$ cat src/rtl/dcmi_frame_dma.sv
// DCMI frame capture DMA: arms the DCMI slave, moves LINE_PIXELS 12-bit pixels
// per line from the DCMI FIFO into a halfword frame buffer over AHB-Lite,
// acknowledges each line interrupt and disables the DCMI at frame end.
module dcmi_frame_dma #(
    parameter logic [31:0] DCMI_BASE   = 32'h0000_0000,
    parameter int unsigned LINE_PIXELS = 320
) (
    input  logic        HCLK,
    input  logic        HRESETn,
    input  logic        start,
    input  logic        abort,
    input  logic [31:0] buf_base,
    input  logic [8:0]  num_lines,
    input  logic        dcmi_int,
    output logic [31:0] M_HADDR,
    output logic [1:0]  M_HTRANS,
    output logic        M_HWRITE,
    output logic [2:0]  M_HSIZE,
    output logic [31:0] M_HWDATA,
    input  logic [31:0] M_HRDATA,
    input  logic        M_HREADY,
    input  logic        M_HRESP,
    output logic        busy,
    output logic        done,
    output logic        err,
    output logic [8:0]  line_cnt
);
    localparam int unsigned     PW        = $clog2(LINE_PIXELS + 1);
    localparam logic [PW-1:0]   PIX_LAST  = PW'(LINE_PIXELS - 1);
    localparam logic [31:0]     FIFO_ADDR = DCMI_BASE;
    localparam logic [31:0]     CTRL_ADDR = DCMI_BASE + 32'h4;
    localparam logic [1:0]      TR_IDLE   = 2'b00;
    localparam logic [1:0]      TR_NONSEQ = 2'b10;
    localparam logic [2:0]      SZ_HALF   = 3'b001;
    localparam logic [2:0]      SZ_WORD   = 3'b010;

    typedef enum logic [3:0] {
        IDLE, ARM_A, ARM_D, WAIT_LINE, RD_A, RD_D,
        WR_A, WR_D, CLR_A, CLR_D, DIS_A, DIS_D
    } state_e;

    state_e          state_q, state_d;
    logic [31:0]     wptr_q, wptr_d;
    logic [8:0]      nl_q, nl_d;
    logic [8:0]      line_q, line_d;
    logic [PW-1:0]   pix_cnt_q, pix_cnt_d;
    logic [11:0]     pixel_q, pixel_d;
    logic            err_q, err_d;
    logic            done_q, done_d;
    logic            quiet_q, quiet_d;   // DIS entered via abort/error: no done pulse
    logic            is_data;
    logic            unused_hrdata;

    assign unused_hrdata = ^M_HRDATA[31:12];
    assign is_data = (state_q == ARM_D) || (state_q == RD_D) || (state_q == WR_D) ||
                     (state_q == CLR_D) || (state_q == DIS_D);

    // State and datapath registers; reset abandons any transfer in flight
    always_ff @(posedge HCLK or negedge HRESETn) begin
        if (!HRESETn) begin
            state_q   <= IDLE;
            wptr_q    <= '0;
            nl_q      <= '0;
            line_q    <= '0;
            pix_cnt_q <= '0;
            pixel_q   <= '0;
            err_q     <= 1'b0;
            done_q    <= 1'b0;
            quiet_q   <= 1'b0;
        end else begin
            state_q   <= state_d;
            wptr_q    <= wptr_d;
            nl_q      <= nl_d;
            line_q    <= line_d;
            pix_cnt_q <= pix_cnt_d;
            pixel_q   <= pixel_d;
            err_q     <= err_d;
            done_q    <= done_d;
            quiet_q   <= quiet_d;
        end
    end

    // Next-state: phase sequencing, line/pixel bookkeeping, abort and error exits
    always_comb begin
        state_d   = state_q;
        wptr_d    = wptr_q;
        nl_d      = nl_q;
        line_d    = line_q;
        pix_cnt_d = pix_cnt_q;
        pixel_d   = pixel_q;
        err_d     = err_q;
        done_d    = 1'b0;
        quiet_d   = quiet_q;
        if (is_data && M_HRESP) begin
            err_d   = 1'b1;
            quiet_d = 1'b1;
            state_d = (state_q == DIS_D) ? IDLE : DIS_A;
        end else begin
            case (state_q)
                IDLE: if (start) begin
                    wptr_d    = buf_base;
                    nl_d      = (num_lines == 9'd0) ? 9'd1 : num_lines;
                    line_d    = '0;
                    pix_cnt_d = '0;
                    err_d     = 1'b0;
                    quiet_d   = 1'b0;
                    state_d   = ARM_A;
                end
                ARM_A: if (M_HREADY) state_d = ARM_D;
                ARM_D: if (M_HREADY) state_d = WAIT_LINE;
                WAIT_LINE: begin
                    if (abort) begin
                        quiet_d = 1'b1;
                        state_d = DIS_A;
                    end else if (dcmi_int) begin
                        state_d = RD_A;
                    end
                end
                RD_A: if (M_HREADY) state_d = RD_D;
                RD_D: if (M_HREADY) begin
                    pixel_d = M_HRDATA[11:0];
                    state_d = WR_A;
                end
                WR_A: if (M_HREADY) state_d = WR_D;
                WR_D: if (M_HREADY) begin
                    wptr_d = wptr_q + 32'd2;
                    if (pix_cnt_q == PIX_LAST) begin
                        pix_cnt_d = '0;
                        line_d    = line_q + 9'd1;
                        state_d   = CLR_A;
                    end else begin
                        pix_cnt_d = pix_cnt_q + 1'b1;
                        state_d   = RD_A;
                    end
                end
                CLR_A: if (M_HREADY) state_d = CLR_D;
                CLR_D: if (M_HREADY) state_d = (line_q == nl_q) ? DIS_A : WAIT_LINE;
                DIS_A: if (M_HREADY) state_d = DIS_D;
                DIS_D: if (M_HREADY) begin
                    done_d  = !quiet_q;
                    state_d = IDLE;
                end
                default: state_d = IDLE;
            endcase
            // Abort takes effect only once the current data phase has finished
            if (is_data && M_HREADY && abort && state_q != DIS_D) begin
                quiet_d = 1'b1;
                state_d = DIS_A;
            end
        end
    end

    // Bus outputs decoded from state: NONSEQ in *_A, write data in *_D
    always_comb begin
        M_HTRANS = TR_IDLE;
        M_HADDR  = '0;
        M_HWRITE = 1'b0;
        M_HSIZE  = SZ_WORD;
        M_HWDATA = '0;
        case (state_q)
            ARM_A, CLR_A, DIS_A: begin
                M_HTRANS = TR_NONSEQ;
                M_HADDR  = CTRL_ADDR;
                M_HWRITE = 1'b1;
            end
            RD_A: begin
                M_HTRANS = TR_NONSEQ;
                M_HADDR  = FIFO_ADDR;
            end
            WR_A: begin
                M_HTRANS = TR_NONSEQ;
                M_HADDR  = wptr_q;
                M_HWRITE = 1'b1;
                M_HSIZE  = SZ_HALF;
            end
            ARM_D:   M_HWDATA = 32'h0000_000A;
            CLR_D:   M_HWDATA = 32'h0000_000B;
            WR_D:    M_HWDATA = {20'b0, pixel_q};
            default: ;
        endcase
    end

    assign busy     = (state_q != IDLE);
    assign done     = done_q;
    assign err      = err_q;
    assign line_cnt = line_q;
endmodule
$ cat config.mk
export PLATFORM = sky130hd
export DESIGN_NAME = dcmi_frame_dma
export DESIGN_NICKNAME = d
export VERILOG_FILES = /design/src/rtl/dcmi_frame_dma.sv
export SDC_FILE = /design/constraint.sdc
export NUM_CORES = 1
export LEC_CHECK = 0
export CAP_MARGIN = 20
export CELL_PAD_IN_SITES_DETAIL_PLACEMENT = 1
export CELL_PAD_IN_SITES_GLOBAL_PLACEMENT = 2
export CORE_MARGIN = 1
export CORE_UTILIZATION = 24
export CTS_BUF_LIST = sky130_fd_sc_hd__clkbuf_8 sky130_fd_sc_hd__clkbuf_16
export DETAILED_ROUTE_END_ITERATION = 8
export GPL_ROUTABILITY_DRIVEN = 0
export PLACE_DENSITY_LB_ADDON = 0.1
export SLEW_MARGIN = 20
export SYNTH_ARGS = -nofsm -noshare
export SYNTH_HDL_FRONTEND = slang
export SYNTH_SLANG_ARGS = --single-unit
$ cat constraint.sdc
create_clock -name HCLK -period 1.8 [get_ports HCLK]
set_input_delay 0.36 -clock HCLK [delete_from_list [all_inputs] [get_ports HCLK]]
set_output_delay 0.36 -clock HCLK [all_outputs]
set_load 0.05 [all_outputs]
# --- Word level (Yosys, flattened, before mapping) ---
# Cells that the tools add are included.
totals:
  register_bits: 78
  inputBits: 80
  word_cells: 114
  output_inout_bits: 82
op_classes:
  bitwise_logic: 1
  n_reduce_logical: 26
  mux: 45
  n_eq_ne: 30
  n_addsub: 3
ops:
  columns: ["operator", "n"]
  rows:
  - ["32-bit one-hot mux with 2 select lines", 2]
  - ["4-bit 2-to-1 mux", 18]
  - ["32-bit 2-to-1 mux", 2]
  - ["9-bit 2-to-1 mux", 6]
  - ["4-bit one-hot mux with 12 select lines", 1]
  - ["12-bit one-hot mux with 3 select lines", 1]
  - ["9-bit one-hot mux with 2 select lines", 2]
  - ["32-bit by 2-bit adder with 32-bit output (second input constant)", 1]
  - ["4-bit inequality test (second input constant)", 8]
  - ["9-bit by 1-bit adder with 9-bit output (second input constant)", 2]
  - ["4-bit by 3-bit == test with 1-bit output (second input constant)", 4]
  - ["4-bit == test (second input constant)", 4]
  - ["4-bit by 2-bit inequality test with 1-bit output (second input constant)", 4]
  - ["12-bit AND reduction", 1]
  - ["1-bit 2-to-1 mux", 10]
  - ["9-bit == test", 1]
  - ["9-bit == test (second input constant)", 1]
  - ["9-bit logical NOT", 1]
  - ["3-bit AND reduction", 3]
  - ["4-bit by 2-bit == test with 1-bit output (second input constant)", 2]
  - ["4-bit nonzero test", 2]
  - ["2-bit nonzero test", 3]
  - ["5-bit inequality test (second input constant)", 1]
  - ["5-bit AND reduction", 1]
  - ["other kinds (16)", 24]

# --- Depth between registers and ports, before layout ---
logic_depth:
  depth_word: 10
  depth_mapped: 8
  mapped_depth_nobuf: 6

# --- Worst setup path after synthesis ---
# No wires, ideal clock.
synth_timing:
  path_kind: "register to output"
  from: "reg state_q[1]"
  to: "out M_HADDR[24]"
  slack_ns: -1.512
  arrival_time_ns: 2.952
  path_stages_with_launch: 8
  path_buffers: 3
  cell_sequence: "dfrtp_1 buf_6 buf_2 inv_1 nor4_1 clkbuf_1 inv_1 nor2_1"
synth_via:
  elab_chain_cells: 3
  word_cells_on_any_way: 6
  classes_between: "eq/ne: 4; mux: 1; reduce/logical: 1"
synth_lines:
  columns: ["item", "line", "source"]
  rows:
  - ["start, declared", "42", "state_e state_q, state_d;"]
  - ["start signal, assigned", "71", "state_q <= state_d;"]
  - ["4-bit == test or 4-bit by 1-bit == test with 1-bit output (tied branches)", "160", "case (state_q)"]
  - ["3-bit OR reduction", null, null]
  - ["32-bit one-hot mux with 2 select lines (*)", "160", null]
  - ["end, declared", "15", "output logic [31:0] M_HADDR,"]
# Mark *: on every way between the ends. The rest lies on a longest branch, timed or not.

# --- Worst setup path after layout ---
layout_timing:
  from: "reg state_q[2]"
  to: "out M_HADDR[16]"
# Same word-level chain as after synthesis.

==> metrics.md <==
| Metric | Value |
|---|---|
| Status | complete, but fails checks |
| Failing checks | setup timing |
| CTS Root Cell | clkbuf_16 |
| Total gr overflow | 0 |
| DR vias/cell | 4.92 |
| Most common cell in the netlist | nand2_1 |
| Class of the worst hold path | reg2reg |
| Final slew viol count | 0 |
| Initial antenna violation count | 0 |
| Post-synth top area cell | dfrtp_1 |
| ANT cells | 0 |
| Synth-to-Final Area Change | 93.4% |
| Period utilization | 128% |
| Worst Skew | approximately 0.0089 ns |
| Final WL | about 21000 um |
| Final Setup Violations | approximately 120 |
| Post-Synthesis Cells | just under 600 |
| Seq/Total Area, Yosys | 38.4% |
| Clock transition at path regs | ~0.07 ns |
| Hpwl dp | 14600 um |
| Die area | around 22000 sq um |
| Worst-path fanout max | 9 |
| Pre-Repair DR Iteration Count | 5 |
| PD cells | around 1600 nW/um^2 |
| Layout cells sized above 1 | about half |
| Synth warnings | 0 |
| Cts bufs inserted | 9 |
| Final Total Pwr | 15.9 mW |
| TritonCTS clock tree | yes |
| Post-DP Area | just over 8000 sq um |
| Clock H-tree levels | 3 |
| Syn Std Cell Area | roughly 5000 sq um |
| Port Buffer Count | around 120 |
| Number of core rows | 52 |
| Switching share of total power | roughly 43% |
| Final instance area | 9820 sq um |
| Sink Count | about 80 |
| Core ar. | a little over 20000 sq um |
| Chip height | about 150 um |
| ANT nets after route | 0 |
| Largest net degree at the start of global routing | 31 |
| Required time of the critical path | 1.44 ns |
| Max_cap viols | 0 |
| Yosys reg bits | 78 |
| Ranking of synthesized cells by area | dfrtp_1 (38%), nand2_1 (5.8%), and2_1 (5.4%) |
| FMAX | 433 MHz |
| Die width | approximately 150 um |
| Internal power | about 9 mW |
| Longest Clk Path Bufs | 2 |
| Yosys cell types | 71 |
| CP Launch Point | state_q[2]$_DFFE_PN0P_ |
| RSZ-0062 raised after global routing | yes |
| First-pass GRT wire length | between 30000 and 40000 um |
| WP data arrival | between 1.5 and 2 ns |
| DR vias | between 5000 and 6000 |
| Flop pwr share | between 10% and 20% |
| Synth Flop Type | dfrtp_1 |
| Mean Syn Cell Area | between 8 and 9 sq um |
| Reg-to-reg slack, setup | -0.45 ns |
| Static Leak | between 4 and 5 nW |
| Synth top area share | between 30 and 40% |
| Dpl ws | -0.589 ns |
| Vias in the first global route | 6004 |
| Post-layout nets | around 950 |
| Crit path time final | 2.31 ns |
| Number of hold violations in the final report | 0 |
| Clk_lat worst skew | around 0.35 ns |
| Slack of the critical path | -0.508 ns |
| Kind of critical path | reg2out |
| Hold Crit Start | wptr_q[0]$_DFFE_PN0P_ |
| Psw | 6.84 mW |
| Reg-to-Reg Start | state_q[2]$_DFFE_PN0P_ |
| GRT Util Overall | between 10% and 20% |
| Drt drc | 0 |
| Fin util | between 40 and 50% |
| IO Count | around 160 |
| Startpoint types | register |
| Clk pwr share | 11.5% |
| FFs w/ async S/R, synth | between 90% and 100% |
| Initial Utilization | approximately a quarter |
| Max VDD drop | between 0.6 and 0.7 mV |
| Synth top cells by count | nand2_1 (79), dfrtp_1 (78), a21oi_1 (46) |
| Starting DRC count in detailed routing | 206 |
| Hold_ws | roughly 0.5 ns |
| Worst setup EP type | primary output |
| Post-synth EDFFs | 0 |
| Comb power frac | a little over two thirds |
| Routed len/inst | 18.4 um |
-- path summary, 6_finish.rpt --
| path | to | cells past startpoint |
|---|---|---|
| worst max-delay path | M_HADDR[16] | 7 |
| min in group asynchronous | pixel_q[0]$_DFFE_PN0P_ | 2 |
| worst min-delay path | wptr_q[0]$_DFFE_PN0P_ | 2 |
| worst max register to register | line_cnt[5]$_DFFE_PN0P_ | 13 |
| worst min register to register | wptr_q[0]$_DFFE_PN0P_ | 2 |
| max in group asynchronous | wptr_q[14]$_DFFE_PN0P_ | 3 |
-- power by group through the flow --
| stage | Combinational (mW) | Sequential (mW) | Clock (mW) |
|---|---|---|---|
| after detailed placement | 8.36 | 3.01 | 0 |
| after global routing | 11.6 | 3.11 | 1.94 |
| final | 11.0 | 3.03 | 1.82 |
| after CTS | 10.1 | 3.00 | 1.88 |
| after global placement | 8.21 | 2.99 | 0 |
| after floorplan | 4.51 | 3.12 | 0 |
-- metal layers --
layer	up-vias	routed length, um	share of wire (%)	global-route usage (%)
li1	2640	-	-	-
met1	2822	8720	42	23.1
met2	111	11200	53	35.2
met3	27	691	3.3	3.06
met4	0	380	1.8	5.52
met5	-	0	0	0
-- stage by stage --
stage / setup TNS (ns) / cells
4_1_cts: -38.07 / 1121
5_1_grt: -47.38 / 1138
3_3_place_gp: -35.80 / 1066
6_report: -40.64 / 1138
3_5_place_dp: -35.70 / 1066
2_1_floorplan: -7.41 / 618
-- logic make-up after synthesis --
group,count (synthesis),synth area share [%]
AOI/OAI and AO/OA,143,18.4
xor gates and xnor gates,18,3.10
adders and majority gates,3,0.739
buffers and inverters,76,7.71
DFF,78,38.4
muxes,14,3.05
other,1,0.0738
and+or+nand+nor,264,28.5
-- sequential cells by signal, indices dropped and copies added (netlist names) --
signal     flops
err            1
pix_cnt_q      9
pixel_q       12
done           1
state_q        4
quiet_q        1
wptr_q        32
nl_q           9
line_cnt       9
-- cells in the final DEF (no fill, tap or decap), types with 7 or more instances in the layout --
| cell | count |
|---|---|
| nor4_1 | 7 |
| nor2_4 | 14 |
| a21oi_2 | 15 |
| nor2_1 | 18 |
| o21ai_0 | 14 |
| clkbuf_16 | 12 |
| nand3_1 | 29 |
| buf_4 | 118 |
| buf_6 | 42 |
| o21ai_2 | 11 |
| a21oi_1 | 17 |
| buf_8 | 9 |
| and4_1 | 8 |
| xnor2_1 | 10 |
| a21oi_4 | 15 |
| nand4_1 | 18 |
| nand2_1 | 72 |
| o22ai_1 | 13 |
| buf_12 | 63 |
| conb_1 | 22 |
| dfrtp_1 | 75 |
| mux2_2 | 12 |
| clkdlybuf4s50_1 | 58 |
| and2_4 | 40 |
| inv_1 | 11 |
| a2bb2oi_2 | 11 |
-- what timing repair did --
item / 4_1_cts / 5_1_grt
gates resized for setup: 107 / 91
gates cloned: 7 / 3
hold buffers: 1 / 0
pin swaps: 32 / 61
hold endpoints to repair: 26 / 0
setup endpoints to repair: 106 / 117
setup buffers: 31 / 23
-- area by class of cell --
class	instances	area (sq um)
fill	2216	10700
multi-input combinational	465	3690
timing repair buffer	297	3500
sequential	78	1960
tap	270	338
clock buffer	11	253
inverter	12	53.8
clock inverter	5	35.0
-- critical path: stages (launching register included) --
cell and delay (ns):
dfrtp_2 0.41, buf_6 0.13, inv_6 0.03, nor4_4 0.32, buf_6 0.24, clkbuf_16 0.17, and2_4 0.15, buf_12 0.13
Note: power is estimated with default switching activity, not from simulation.
